===== config.mk =====
export PLATFORM = sky130hd
export DESIGN_NAME = parking_gate_controller
export DESIGN_NICKNAME = d
export VERILOG_FILES = /design/src/rtl/parking_pkg.sv /design/src/rtl/parking_gate_fsm.sv /design/src/rtl/parking_gate_controller.sv
export SDC_FILE = /design/constraint.sdc
export NUM_CORES = 1
export LEC_CHECK = 0
export CAP_MARGIN = 20
export CORE_AREA = 2 2 74 76
export DETAILED_ROUTE_END_ITERATION = 8
export DIE_AREA = 0 0 76 78
export GPL_ROUTABILITY_DRIVEN = 0
export GPL_TIMING_DRIVEN = 0
export PLACE_DENSITY = 0.8
export SLEW_MARGIN = 20
export SYNTH_ARGS = -nofsm -noshare
export SYNTH_HDL_FRONTEND = slang
export SYNTH_SLANG_ARGS = --single-unit

===== constraint.sdc =====
create_clock -name clk -period 2.37 [get_ports clk]
set_input_delay 0.3555 -clock clk [delete_from_list [all_inputs] [get_ports clk]]
set_output_delay 0.3555 -clock clk [all_outputs]
set_load 0.03 [all_outputs]

===== src/rtl/parking_pkg.sv =====
// parking_pkg: shared types and default timing for the parking gate controller.
// Optional build macro: SENSOR_DEBOUNCE_EN (sensor debounce filters).
package parking_pkg;

    localparam int unsigned DEBOUNCE_DEF     = 4;
    localparam int unsigned OPEN_TIMEOUT_DEF = 1000;
    localparam int unsigned CLOSE_CYCLES_DEF = 8;

    typedef enum logic [2:0] {
        IDLE,
        CHECK,
        OPEN,
        PASS_A,
        PASS_AB,
        PASS_B,
        CLOSE
    } gate_state_t;

    typedef struct packed {
        logic valid;
        logic is_uni;
    } gate_event_t;

    function automatic int unsigned max_u(
        input int unsigned a,
        input int unsigned b
    );
        return (a > b) ? a : b;
    endfunction

    // Barrier is raised in every state between the grant and the close.
    function automatic logic gate_is_open(input gate_state_t s);
        return s inside {OPEN, PASS_A, PASS_AB, PASS_B};
    endfunction

endpackage


===== src/rtl/parking_gate_fsm.sv =====
// parking_gate_fsm: one gate - sensor sync, optional debounce, FSM and timer.
// Optional build macro: SENSOR_DEBOUNCE_EN (adds per-sensor debounce filters).
module parking_gate_fsm
    import parking_pkg::*;
#(
    parameter bit          IS_ENTRY     = 1'b1,
    parameter int unsigned DEBOUNCE     = DEBOUNCE_DEF,
    parameter int unsigned OPEN_TIMEOUT = OPEN_TIMEOUT_DEF,
    parameter int unsigned CLOSE_CYCLES = CLOSE_CYCLES_DEF
) (
    input  logic        i_clk,
    input  logic        i_rst_n,
    input  logic        i_card_valid,
    input  logic        i_card_is_uni,
    input  logic        i_sensor_a,
    input  logic        i_sensor_b,
    input  logic        i_uni_space,
    input  logic        i_gen_space,
    output logic        o_barrier_open,
    output logic        o_denied,
    output gate_event_t o_event
);

    localparam int unsigned TW =
        $clog2(max_u(OPEN_TIMEOUT, CLOSE_CYCLES) + 1);
    localparam logic [TW-1:0] OPEN_LAST  = TW'(OPEN_TIMEOUT - 1);
    localparam logic [TW-1:0] CLOSE_LAST = TW'(CLOSE_CYCLES - 1);

    // bit 1 = beam a (outer), bit 0 = beam b (inner)
    logic [1:0]  r_sync1;
    logic [1:0]  r_sync2;
    logic [1:0]  w_sens;

    gate_state_t r_state;
    gate_state_t w_state_nxt;
    logic [TW-1:0] r_timer;
    logic        r_is_uni;
    logic        r_barrier;
    logic        r_denied;
    gate_event_t r_event;

    logic        w_deny;
    logic        w_evt;
    logic        w_space;
    logic        w_a;
    logic        w_b;

    // Two-flop synchroniser for both asynchronous beams
    always_ff @(posedge i_clk or negedge i_rst_n) begin
        if (!i_rst_n) begin
            r_sync1 <= '0;
            r_sync2 <= '0;
        end else begin
            r_sync1 <= {i_sensor_a, i_sensor_b};
            r_sync2 <= r_sync1;
        end
    end

`ifdef SENSOR_DEBOUNCE_EN
    localparam int unsigned CW = $clog2(DEBOUNCE + 1);
    localparam logic [CW-1:0] DB_LAST = CW'(DEBOUNCE - 1);

    logic [1:0]    r_filt;
    logic [CW-1:0] r_db_cnt [2];

    // Filtered beam follows the synchronised one after DEBOUNCE equal samples
    always_ff @(posedge i_clk or negedge i_rst_n) begin
        if (!i_rst_n) begin
            r_filt <= '0;
            for (int i = 0; i < 2; i++) begin
                r_db_cnt[i] <= '0;
            end
        end else begin
            for (int i = 0; i < 2; i++) begin
                if (r_sync2[i] == r_filt[i]) begin
                    r_db_cnt[i] <= '0;
                end else if (r_db_cnt[i] == DB_LAST) begin
                    r_filt[i]   <= r_sync2[i];
                    r_db_cnt[i] <= '0;
                end else begin
                    r_db_cnt[i] <= r_db_cnt[i] + 1'b1;
                end
            end
        end
    end

    assign w_sens = r_filt;
`else
    assign w_sens = r_sync2;
`endif

    assign w_a     = w_sens[1];
    assign w_b     = w_sens[0];
    assign w_space = r_is_uni ? i_uni_space : i_gen_space;

    // Next-state logic; exit gate never refuses a card
    always_comb begin
        w_state_nxt = r_state;
        w_deny      = 1'b0;
        w_evt       = 1'b0;
        unique case (r_state)
            IDLE: begin
                if (i_card_valid) w_state_nxt = CHECK;
            end
            CHECK: begin
                if (IS_ENTRY && !w_space) begin
                    w_state_nxt = IDLE;
                    w_deny      = 1'b1;
                end else begin
                    w_state_nxt = OPEN;
                end
            end
            OPEN: begin
                if (w_a) begin
                    w_state_nxt = PASS_A;
                end else if (r_timer == OPEN_LAST) begin
                    w_state_nxt = CLOSE;
                end
            end
            PASS_A: begin
                if (w_a && w_b) begin
                    w_state_nxt = PASS_AB;
                end else if (!w_a && !w_b) begin
                    w_state_nxt = OPEN;
                end
            end
            PASS_AB: begin
                if (!w_a && w_b) begin
                    w_state_nxt = PASS_B;
                end else if (w_a && !w_b) begin
                    w_state_nxt = PASS_A;
                end
            end
            PASS_B: begin
                if (!w_a && !w_b) begin
                    w_state_nxt = CLOSE;
                    w_evt       = 1'b1;
                end else if (w_a && w_b) begin
                    w_state_nxt = PASS_AB;
                end
            end
            CLOSE: begin
                if (r_timer == CLOSE_LAST) w_state_nxt = IDLE;
            end
            default: w_state_nxt = IDLE;
        endcase
    end

    // State register; class latched only when a card is taken in IDLE
    always_ff @(posedge i_clk or negedge i_rst_n) begin
        if (!i_rst_n) begin
            r_state  <= IDLE;
            r_is_uni <= 1'b0;
        end else begin
            r_state <= w_state_nxt;
            if (r_state == IDLE && i_card_valid) begin
                r_is_uni <= i_card_is_uni;
            end
        end
    end

    // Timer restarts on every state change and saturates instead of wrapping
    always_ff @(posedge i_clk or negedge i_rst_n) begin
        if (!i_rst_n) begin
            r_timer <= '0;
        end else if (w_state_nxt != r_state) begin
            r_timer <= '0;
        end else if (r_timer != {TW{1'b1}}) begin
            r_timer <= r_timer + 1'b1;
        end
    end

    // Registered gate outputs
    always_ff @(posedge i_clk or negedge i_rst_n) begin
        if (!i_rst_n) begin
            r_barrier <= 1'b0;
            r_denied  <= 1'b0;
            r_event   <= '0;
        end else begin
            r_barrier <= gate_is_open(w_state_nxt);
            r_denied  <= w_deny;
            r_event   <= '{valid: w_evt, is_uni: r_is_uni & w_evt};
        end
    end

    assign o_barrier_open = r_barrier;
    assign o_denied       = r_denied;
    assign o_event        = r_event;

endmodule


===== src/rtl/parking_gate_controller.sv =====
// parking_gate_controller: entry and exit gates plus occupancy event arbiter.
// Optional build macro: SENSOR_DEBOUNCE_EN (sensor debounce filters).
module parking_gate_controller
    import parking_pkg::*;
#(
    parameter int unsigned DEBOUNCE     = DEBOUNCE_DEF,
    parameter int unsigned OPEN_TIMEOUT = OPEN_TIMEOUT_DEF,
    parameter int unsigned CLOSE_CYCLES = CLOSE_CYCLES_DEF
) (
    input  logic clk,
    input  logic reset_n,
    input  logic entry_card_valid,
    input  logic entry_card_is_uni,
    input  logic entry_sensor_a,
    input  logic entry_sensor_b,
    input  logic exit_card_valid,
    input  logic exit_card_is_uni,
    input  logic exit_sensor_a,
    input  logic exit_sensor_b,
    input  logic uni_is_vacated_space,
    input  logic is_vacated_space,
    output logic car_entered,
    output logic is_uni_car_entered,
    output logic car_exited,
    output logic is_uni_car_exited,
    output logic entry_barrier_open,
    output logic exit_barrier_open,
    output logic entry_denied
);

    gate_event_t w_ent_evt;
    gate_event_t w_ext_evt;
    gate_event_t r_pend;
    logic        w_ent_denied;
    logic        w_ext_denied;
    logic        w_collide;

    logic r_car_entered;
    logic r_uni_entered;
    logic r_car_exited;
    logic r_uni_exited;

    parking_gate_fsm #(
        .IS_ENTRY     (1'b1),
        .DEBOUNCE     (DEBOUNCE),
        .OPEN_TIMEOUT (OPEN_TIMEOUT),
        .CLOSE_CYCLES (CLOSE_CYCLES)
    ) u_entry (
        .i_clk          (clk),
        .i_rst_n        (reset_n),
        .i_card_valid   (entry_card_valid),
        .i_card_is_uni  (entry_card_is_uni),
        .i_sensor_a     (entry_sensor_a),
        .i_sensor_b     (entry_sensor_b),
        .i_uni_space    (uni_is_vacated_space),
        .i_gen_space    (is_vacated_space),
        .o_barrier_open (entry_barrier_open),
        .o_denied       (w_ent_denied),
        .o_event        (w_ent_evt)
    );

    parking_gate_fsm #(
        .IS_ENTRY     (1'b0),
        .DEBOUNCE     (DEBOUNCE),
        .OPEN_TIMEOUT (OPEN_TIMEOUT),
        .CLOSE_CYCLES (CLOSE_CYCLES)
    ) u_exit (
        .i_clk          (clk),
        .i_rst_n        (reset_n),
        .i_card_valid   (exit_card_valid),
        .i_card_is_uni  (exit_card_is_uni),
        .i_sensor_a     (exit_sensor_a),
        .i_sensor_b     (exit_sensor_b),
        .i_uni_space    (uni_is_vacated_space),
        .i_gen_space    (is_vacated_space),
        .o_barrier_open (exit_barrier_open),
        .o_denied       (w_ext_denied),
        .o_event        (w_ext_evt)
    );

    // Exit gate never refuses, so its denied line is constant low
    assign entry_denied = w_ent_denied | w_ext_denied;

    // Counter drops one update if both same-class pulses land together
    assign w_collide = w_ent_evt.valid & w_ext_evt.valid
                     & (w_ent_evt.is_uni == w_ext_evt.is_uni);

    // Arbiter: entry issues at once, a colliding exit is deferred one cycle
    always_ff @(posedge clk or negedge reset_n) begin
        if (!reset_n) begin
            r_car_entered <= 1'b0;
            r_uni_entered <= 1'b0;
            r_car_exited  <= 1'b0;
            r_uni_exited  <= 1'b0;
            r_pend        <= '0;
        end else begin
            r_car_entered <= w_ent_evt.valid;
            r_uni_entered <= w_ent_evt.valid & w_ent_evt.is_uni;
            if (r_pend.valid) begin
                r_car_exited <= 1'b1;
                r_uni_exited <= r_pend.is_uni;
                r_pend       <= '0;
            end else if (w_collide) begin
                r_car_exited <= 1'b0;
                r_uni_exited <= 1'b0;
                r_pend       <= w_ext_evt;
            end else begin
                r_car_exited <= w_ext_evt.valid;
                r_uni_exited <= w_ext_evt.valid & w_ext_evt.is_uni;
            end
        end
    end

    assign car_entered        = r_car_entered;
    assign is_uni_car_entered = r_uni_entered;
    assign car_exited         = r_car_exited;
    assign is_uni_car_exited  = r_uni_exited;

endmodule


Word-level counts from Yosys, hierarchy flattened
Cells that the tools add are included.
{"block": "classes", "add_sub_neg": 2, "n_eq_ne": 29, "muxes": 40, "n_bitwise": 6, "reduce_logical": 21}
{"op": "3-bit 2-to-1 mux", "count": 20}
{"op": "3-bit one-hot mux with 7 select lines", "count": 2}
{"op": "10-bit 2-to-1 mux", "count": 4}
{"op": "3-bit equality test (second input constant)", "count": 10}
{"op": "3-bit by 2-bit equality test with 1-bit output (second input constant)", "count": 8}
{"op": "10-bit by 1-bit adder with 10-bit output (second input constant)", "count": 2}
{"op": "10-bit equality test (second input constant)", "count": 2}
{"op": "10-bit by 3-bit equality test with 1-bit output (second input constant)", "count": 2}
{"op": "10-bit inequality test (second input constant)", "count": 2}
{"op": "1-bit 2-to-1 mux", "count": 11}
{"op": "1-bit logical AND", "count": 10}
{"op": "4-bit nonzero test", "count": 2}
{"op": "1-bit bitwise AND", "count": 6}
{"op": "3-bit by 1-bit equality test with 1-bit output (second input constant)", "count": 2}
{"op": "3-bit zero test", "count": 2}
{"op": "2-bit 2-to-1 mux", "count": 3}
{"op": "3-bit inequality test", "count": 2}
{"op": "2-bit nonzero test", "count": 3}
{"op": "1-bit zero test", "count": 4}
{"op": "1-bit equality test", "count": 1}
{"block": "word_totals", "reg_bits": 49, "elab_cells": 121}

Depth between registers and ports, before layout
Gate-level depths: netlist of the first run.
{"block": "logic_depth", "depth_word": 7, "ltp_mapped": 8}

By module
Synthesis of the first run repeated with hierarchy kept, for this count alone.
{"block": "unflattened", "hier_cells": 241, "hier_area_um2": 2547.4}
{"module": "parking_gate_fsm at u_exit", "n_inst": 1, "cells_each": 111, "area_each_um2": 1171.1, "seq_area_each_um2": 525.5}
{"module": "parking_gate_fsm at u_entry", "n_inst": 1, "cells_each": 111, "area_each_um2": 1141.1, "seq_area_each_um2": 550.5}
{"module": "parking_gate_controller", "n_inst": 1, "cells_each": 19, "area_each_um2": 235.2, "seq_area_each_um2": 150.1}

Worst setup path after synthesis of the first run
OpenSTA, ideal clock, no wires.
{"block": "synth_timing", "kind": "register -> register", "from": "register u_entry.r_timer[0]", "to": "register u_entry.r_timer[2]", "setup_ns": 0.086, "t_arrival_ns": 1.942, "t_required_ns": 2.284, "path_slack_ns": 0.342, "stages_incl_launch_ff": 8, "period_less_slack_ns": 2.028, "path_cell_list": "dfrtp_1 -> ha_1 -> nor4bb_1 -> and3_1 -> or3_1 -> a221o_1 -> clkbuf_1 -> nor3_1"}
{"block": "synth_via", "elab_chain_cells": 6, "word_cells_on_any_way": 12, "cone_classes": "add/sub: 1; eq/ne: 4; mux: 6; reduce/logical: 1"}
{"item": "from (decl)", "line": "parking_gate_fsm.sv:36", "text": "logic [TW-1:0] r_timer;"}
{"item": "from (signal assigned)", "line": "parking_gate_fsm.sv:169", "text": "r_timer <= r_timer + 1'b1;"}
{"item": "10-bit equality test", "line": "parking_gate_fsm.sv:116", "text": "end else if (r_timer == OPEN_LAST) begin"}
{"item": "3-bit 2-to-1 mux", "line": "parking_gate_fsm.sv:116"}
{"item": "3-bit 2-to-1 mux", "line": "parking_gate_fsm.sv:114", "text": "if (w_a) begin"}
{"item": "3-bit one-hot mux with 7 select lines", "line": "parking_gate_fsm.sv:101", "text": "unique case (r_state)"}
{"item": "3-bit inequality test", "line": "parking_gate_fsm.sv:166", "text": "end else if (w_state_nxt != r_state) begin"}
{"item": "10-bit 2-to-1 mux or 2-bit nonzero test (tied branches)"}
Parallel ways exist; a longest one is shown, timed or not. The select of a mux whose other input is x is not followed.
A chain may end at the register's enable or synchronous reset.

Worst setup path in the final report of the first run
{"block": "layout_timing", "from": "register u_exit.r_timer[0]", "to": "register u_exit.r_barrier, in the netlist u_exit.o_barrier_open"}
{"block": "layout_via", "elab_chain_cells": 6, "word_cells_on_any_way": 11, "cone_classes": "eq/ne: 6; mux: 4; reduce/logical: 1"}
{"item": "from (decl)", "line": "parking_gate_fsm.sv:36"}
{"item": "from (signal assigned)", "line": "parking_gate_fsm.sv:169"}
{"item": "10-bit equality test", "line": "parking_gate_fsm.sv:116"}
{"item": "3-bit 2-to-1 mux", "line": "parking_gate_fsm.sv:116"}
{"item": "3-bit 2-to-1 mux", "line": "parking_gate_fsm.sv:114"}
{"item": "3-bit one-hot mux with 7 select lines (*)", "line": "parking_gate_fsm.sv:101"}
{"item": "3-bit by 2-bit equality test with 1-bit output or 3-bit equality test (tied branches)", "line": "parking_pkg.sv:33", "text": "return s inside {OPEN, PASS_A, PASS_AB, PASS_B};"}
{"item": "4-bit nonzero test (*)", "line": "parking_pkg.sv:33"}
{"item": "to (signal assigned)", "line": "parking_gate_fsm.sv:180", "text": "r_barrier <= gate_is_open(w_state_nxt);"}
{"item": "to (decl)", "line": "parking_gate_fsm.sv:38", "text": "logic r_barrier;"}
Mark *: on every way between the ends. The rest lies on a longest branch, timed or not.

==> results of run 1 <==
-- registers in the layout, summed over array words and instances (netlist names) --
register                flops
u_entry.r_timer            10
u_exit.r_timer             10
u_entry.r_state             3
u_exit.r_state              3
r_pend                      2
u_entry.o_event             2
u_entry.r_sync1             2
u_entry.r_sync2             2
u_exit.o_event              2
u_exit.r_sync1              2
u_exit.r_sync2              2
car_entered                 1
car_exited                  1
is_uni_car_entered          1
is_uni_car_exited           1
u_entry.o_barrier_open      1
u_entry.o_denied            1
u_entry.r_is_uni            1
u_exit.o_barrier_open       1
u_exit.r_is_uni             1
-- worst max-delay path: cells and delay by family, from the launching register on --
kind	cells	cell delay, ns
simple gates	2	0.94
compound gates	3	0.59
fa+ha+maj	1	0.26
flops	1	0.38
-- report_power, final --
part	internal, mW	total [mW]	switching [mW]
Sequential	0.961	1.07	0.107
Combinational	0.408	0.938	0.530
Clock	0.344	0.605	0.261
-- layout by cell type (no fill, tap or decap), types with 7 or more instances in the layout --
cell type,n
dfrtp_1,49
nor2_1,21
nand2_1,18
clkdlybuf4s50_1,17
o21ai_0,9
nor3_1,9
clkbuf_1,8
nor2b_1,8
xor2_1,8
nand3_1,8
a21oi_1,7
-- cell type report --
class                   instances  share of cell area
well taps                      70              0.0301
clock inverters                 1              0.0103
plain buffers                  11              0.0211
flip-flops and latches         49               0.422
clock buffers                   7              0.0297
inverters                       5             0.00646
repair buffers                 20              0.0706
multi-input cells             181               0.410
-- metal layers --
layer	vias to the layer above	track usage
met2	61	0.271
met3	4	0.0523
met5	-	0
met1	961	0.236
li1	956	-
met4	0	0.0600
-- cells by family (layout without fill, tap and decap cells) --
family,count (synthesis),in the layout,share of synthesized area
flops,49,49,0.490
xor+xnor,14,14,0.0491
fa+ha+maj,2,2,0.0100
buf+inv,17,44,0.0330
compound gates,44,44,0.119
simple gates,113,113,0.265
mux,8,8,0.0340
-- how the worst min path moves through the flow --
stage,startpoint,to,slack (ns)
2_1_floorplan,reset_n,car_entered,0.06
3_3_place_gp,u_entry.r_sync1[0],u_entry.r_sync2[0],0.33
3_5_place_dp,reset_n,u_entry.o_denied,0.30
4_1_cts,u_exit.r_sync1[1],u_exit.r_sync2[1],0.35
5_1_grt,u_entry.r_sync1[0],u_entry.r_sync2[0],0.37
6_report,u_exit.r_sync1[1],u_exit.r_sync2[1],0.35
-- through the flow --
stage / total power, mW / hold WS (ns) / utilization / area (um^2) / TNS (ns)
6_report: 2.61 / 0.352 / 0.576 / 2910 / 0
3_5_place_dp: 2.01 / 0.304 / 0.552 / 2780 / -0.224
4_1_cts: 2.63 / 0.354 / 0.577 / 2910 / 0
5_1_grt: 2.79 / 0.365 / 0.576 / 2910 / 0
2_1_floorplan: 1.77 / 0.0599 / - / 2500 / 0
3_3_place_gp: 1.98 / 0.335 / 0.549 / 2770 / -20.54
-- what timing repair did --
action,CTS,global route
setup endpoints to repair,0,9
resized for setup,0,2
hold buffers,1,0
endpoints found under the hold margin,16,0
==> results.sh, run 1 <==
export IMPL_status="completed"
export IMPL_crit_slowest_cell="or4bb_1"
export IMPL_start_kind="register"
export IMPL_yosys_area_top_type="dfrtp_1"
export IMPL_slew_viol_final=0
export IMPL_wl_um=4590
export IMPL_grt_setup_unrepaired="false"
export IMPL_highest_layer="met4"
export IMPL_syn_num_nets=261
export IMPL_routed_wl_met3_um=271
export IMPL_cp_data_required_time_ns=2.62
export IMPL_cts_setup_buffers=0
export IMPL_relSlewSlack=0.486
export IMPL_synth_common_cells="dfrtp_1, nor2_1, nand2_1"
export IMPL_peakVddDrop_mv=0.312
export IMPL_vias=1982
export IMPL_crit_reg2reg_launch="u_exit.r_timer[0]"
export IMPL_drv_cap=0
export IMPL_synth_edf_count=0
export IMPL_cp_endpoint="u_exit.o_barrier_open"
export IMPL_wl_met1_um=2140
export IMPL_die_area_um2=5930
export IMPL_path_cells="ha_1, or4bb_1, nor4_1, a211oi_1, a32oi_1, o221a_2"
export IMPL_first_pass_iters=4
export IMPL_setup_violations=0
export IMPL_synthFlopType="dfrtp_1"
export IMPL_fmax_mhz=447
export IMPL_core_um2=5040
export IMPL_worstRegToRegCells=6
export IMPL_area_delta_synth_final_pct=16.3
export IMPL_arrival_ns=2.48
export IMPL_cts_buffers=5
export IMPL_cts_sinks=49
export IMPL_period_share=0.944
export IMPL_multi_input_area_um2=1190
export IMPL_vias_per_cell=5.76
export IMPL_path_clk_slew_ns=0.08
export IMPL_rows=26
export IMPL_stdcell_count=344
export IMPL_syn_area_per_cell_um2=10.1
export IMPL_seq_area_frac_synth=0.490
export IMPL_drive_gt1_frac=0.0839
export IMPL_r2r_end="u_exit.o_barrier_open"
export IMPL_yosys_top_cells_area="dfrtp_1, nor2_1, xor2_1"
export IMPL_grt_pass1_wl_um=8430
export IMPL_io_buffers=18
export IMPL_slowest_delay_ns=0.49
export IMPL_grt_pass1_vias=1861
export IMPL_synth_seq_cells=49
export IMPL_dp_cells=336
export IMPL_place_hpwl_um=3190
export IMPL_wl_per_cell_um=13.3
export IMPL_worst_slew_pin_slew_ns=0.765
export IMPL_initial_core_util=0.496
export IMPL_ctsRootBufferMaster="clkbuf_8"
export IMPL_syn_area_um2=2500
export IMPL_whs_path_depth=0
export IMPL_period_needed_ns=2.24
export IMPL_drt_first_iter_violations=178
export IMPL_die_x_um=76
export IMPL_cts_tree="yes"
export IMPL_reg2reg_slack_ns=0.13
export IMPL_cp_startpoint="u_exit.r_timer[0]"
export IMPL_dp_slack_ns=-0.0557
export IMPL_num_fill_cells=416
export IMPL_ios=19
export IMPL_hold_violations=0
export IMPL_fin_skew_ns=0.00287
export IMPL_timing_setup_critical_path_class="reg2reg"
export IMPL_p_per_area_nw_per_um2=898
export IMPL_hp_class="reg2reg"
export IMPL_cp_end_kind="register"
export IMPL_met2RoutedLength_um=2140
export IMPL_track_usage=0.175
export IMPL_cts_buffer_depth=2
export IMPL_ant_nets=0
export IMPL_n_antenna_cell=0
export IMPL_grt_max_degree=34
export IMPL_cts_htree_levels=2
export IMPL_nNetsFinal=287
export IMPL_seqCellArea_um2=1230
export IMPL_synthArstFlopShare=1.00
export IMPL_worst_slack_ns=0.133
export IMPL_antenna_found_initial=0
export IMPL_synth_top_area_share=0.490
export IMPL_p_leak_nw=1.21
export IMPL_die_y_um=78
export IMPL_crit_fanout=6
export IMPL_drc=0
export IMPL_yosysMostFrequentCell="dfrtp_1"
export IMPL_overflow=0
export IMPL_syn_inst=247
export IMPL_yosys_warnings=0
export IMPL_clkLatencyLatePin_ns=0.30
export IMPL_synth_cell_types=48
Note: power is estimated with default switching activity, not from simulation.
==> run 2, diff against run 1 <==
--- a/config.mk
+++ b/config.mk
@@ -7,6 +7,7 @@
 export LEC_CHECK = 0
 export CAP_MARGIN = 20
 export CORE_AREA = 2 2 74 76
+export CTS_BUF_LIST = sky130_fd_sc_hd__clkbuf_16
 export DETAILED_ROUTE_END_ITERATION = 8
 export DIE_AREA = 0 0 76 78
 export GPL_ROUTABILITY_DRIVEN = 0
==> run 2 against run 1 <==
  * Critical path type unchanged
  * The run now ends with negative hold slack left
  * Maximum frequency increased by 0.30%
  * Power grew 5.9%
  * Cell area is 1.2% higher
  * Routed wire length up 0.59%
==> results.sh, run 2 (synthesis gave the netlist of run 1 again) <==
export IMPL_switching_share=0.328
export IMPL_nNetsFinal=286
export IMPL_p_per_area_nw_per_um2=940
export IMPL_violations="negative hold slack"
export IMPL_ant_nets=0
export IMPL_hp_class="in2async"
export IMPL_dp_cells=336
export IMPL_relSlewSlack=0.488
export IMPL_path_clk_slew_ns=0.06
export IMPL_layout_commonest_cell="dfrtp_1"
export IMPL_die_area_um2=5930
export IMPL_p_leak_nw=1.23
export IMPL_total_power_mw=2.77
export IMPL_cts_hold_buf=0
export IMPL_hold_ws_ns=-0.00144
export IMPL_p_clk_frac=0.276
export IMPL_grt_pass1_wl_um=8510
export IMPL_final_cell_mix="dfrtp_1, nor2_1, nand2_1, clkdlybuf4s50_1"
export IMPL_crit_fanout=6
export IMPL_status="finished, violations left"
export IMPL_wl_per_cell_um=13.4
export IMPL_drc=0
export IMPL_ios=19
export IMPL_core_um2=5040
export IMPL_arrival_ns=2.45
export IMPL_final_cell_area_um2=2940
export IMPL_reg2reg_slack_ns=0.14
export IMPL_vias=1952
export IMPL_antenna_found_initial=0
export IMPL_place_hpwl_um=3190
export IMPL_stdcell_count=343
export IMPL_reg_largest_list="u_entry.r_timer: 10 flops, u_exit.r_timer: 10 flops"
export IMPL_fmax_mhz=448
export IMPL_peakVddDrop_mv=0.442
export IMPL_cts_buffers=5
export IMPL_rows=26
export IMPL_grt_setup_unrepaired="false"
export IMPL_cts_htree_levels=2
export IMPL_hold_violations=4
export IMPL_track_usage=0.178
export IMPL_cts_sinks=49
export IMPL_clkLatencyLatePin_ns=0.28
export IMPL_seqPwrFrac=0.386
export IMPL_num_fill_cells=421
export IMPL_cp_data_required_time_ns=2.59
export IMPL_area_delta_synth_final_pct=17.7
export IMPL_drt_first_iter_violations=169
export IMPL_slew_viol_final=0
export IMPL_cp_end_kind="register"
export IMPL_p_switching_uw=906
export IMPL_cts_tree="yes"
export IMPL_worst_slew_pin_slew_ns=0.762
export IMPL_drive_gt1_frac=0.0806
export IMPL_fin_skew_ns=0.00449
export IMPL_period_needed_ns=2.23
export IMPL_cts_setup_buffers=0
export IMPL_setup_violations=0
export IMPL_p_int_mw=1.86
export IMPL_cts_buffer_depth=2
export IMPL_n_antenna_cell=0
export IMPL_wl_um=4610
export IMPL_io_buffers=18
export IMPL_timing_setup_critical_path_class="reg2reg"
export IMPL_die_y_um=78
export IMPL_first_pass_iters=4
export IMPL_final_util=0.584
export IMPL_grt_pass1_vias=1895
export IMPL_p_comb_frac=0.338
export IMPL_die_x_um=76
export IMPL_drv_cap=0
export IMPL_initial_core_util=0.496
export IMPL_dpl_cell_area_um2=2780
export IMPL_period_share=0.941
export IMPL_ctsRootBufferMaster="clkbuf_16"
export IMPL_vias_per_cell=5.69
export IMPL_grt_max_degree=34
export IMPL_postCtsResizedCells=0
export IMPL_overflow=0
export IMPL_start_kind="register"
[run 2: changes by cell type in the layout (fill, tap and decap cells not counted)]
| cell | change |
|---|---|
| clkbuf_16 | +5 |
| clkinv_1 | +1 |
| clkbuf_1 | -1 |
| inv_1 | +1 |
| dlygate4sd3_1 | -1 |
| clkbuf_8 | -6 |
[run 2: per-stage QoR]
step	worst slack [ns]	TNS (ns)	hold WS (ns)
floorplan	0.342	0	0.0599
global placement	-0.420	-20.54	0.335
detailed placement	-0.0557	-0.224	0.304
CTS	0.125	0	0.00280
global route	0.0498	0	0.0185
finish	0.140	0	-0.00144
[run 2: final cells by class]
type / count / area [um^2] / share of cell area
sequential: 49 / 1230 / 0.417
multi-input combinational: 181 / 1190 / 0.405
timing repair buffer: 19 / 195 / 0.0663
clock buffer: 5 / 125 / 0.0425
tap: 70 / 87.6 / 0.0298
buffer: 11 / 61.3 / 0.0208
clock inverter: 3 / 37.5 / 0.0128
inverter: 5 / 18.8 / 0.00638
[run 2: final timing paths]
path / end / startpoint / cells after the start
worst max-delay path: u_exit.o_barrier_open / u_exit.r_timer[0] / 6
worst min-delay path: u_entry.r_sync2[1] / reset_n / 1
worst max register to register: u_exit.o_barrier_open / u_exit.r_timer[0] / 6
worst min register to register: u_exit.r_sync2[1] / u_exit.r_sync1[1] / 0
max in group asynchronous: u_entry.o_event[1] / reset_n / 2
min in group clk: u_exit.r_sync2[1] / u_exit.r_sync1[1] / 0
[run 2: power groups by stage]
stage / Clock [mW] / Combinational [mW] / Sequential [mW]
global placement: 0 / 0.913 / 1.07
floorplan: 0 / 0.680 / 1.09
CTS: 0.782 / 0.941 / 1.07
detailed placement: 0 / 0.929 / 1.08
finish: 0.764 / 0.933 / 1.07
global route: 0.814 / 1.05 / 1.09
[run 2: metal layers]
| metal | GRT usage | wire, um | vias up |
|---|---|---|---|
| li1 | - | - | 951 |
| met1 | 0.233 | 2110 | 952 |
| met5 | 0 | 0 | - |
| met4 | 0.0655 | 40 | 0 |
| met2 | 0.285 | 2240 | 45 |
| met3 | 0.0500 | 219 | 4 |
[run 2: worst max-delay path, stage by stage, from the launching register on]
cell      delay, ns
dfrtp_1        0.38
ha_1           0.25
or4bb_1        0.49
nor4_1         0.46
a211oi_1       0.16
a32oi_1        0.23
o221a_2        0.20
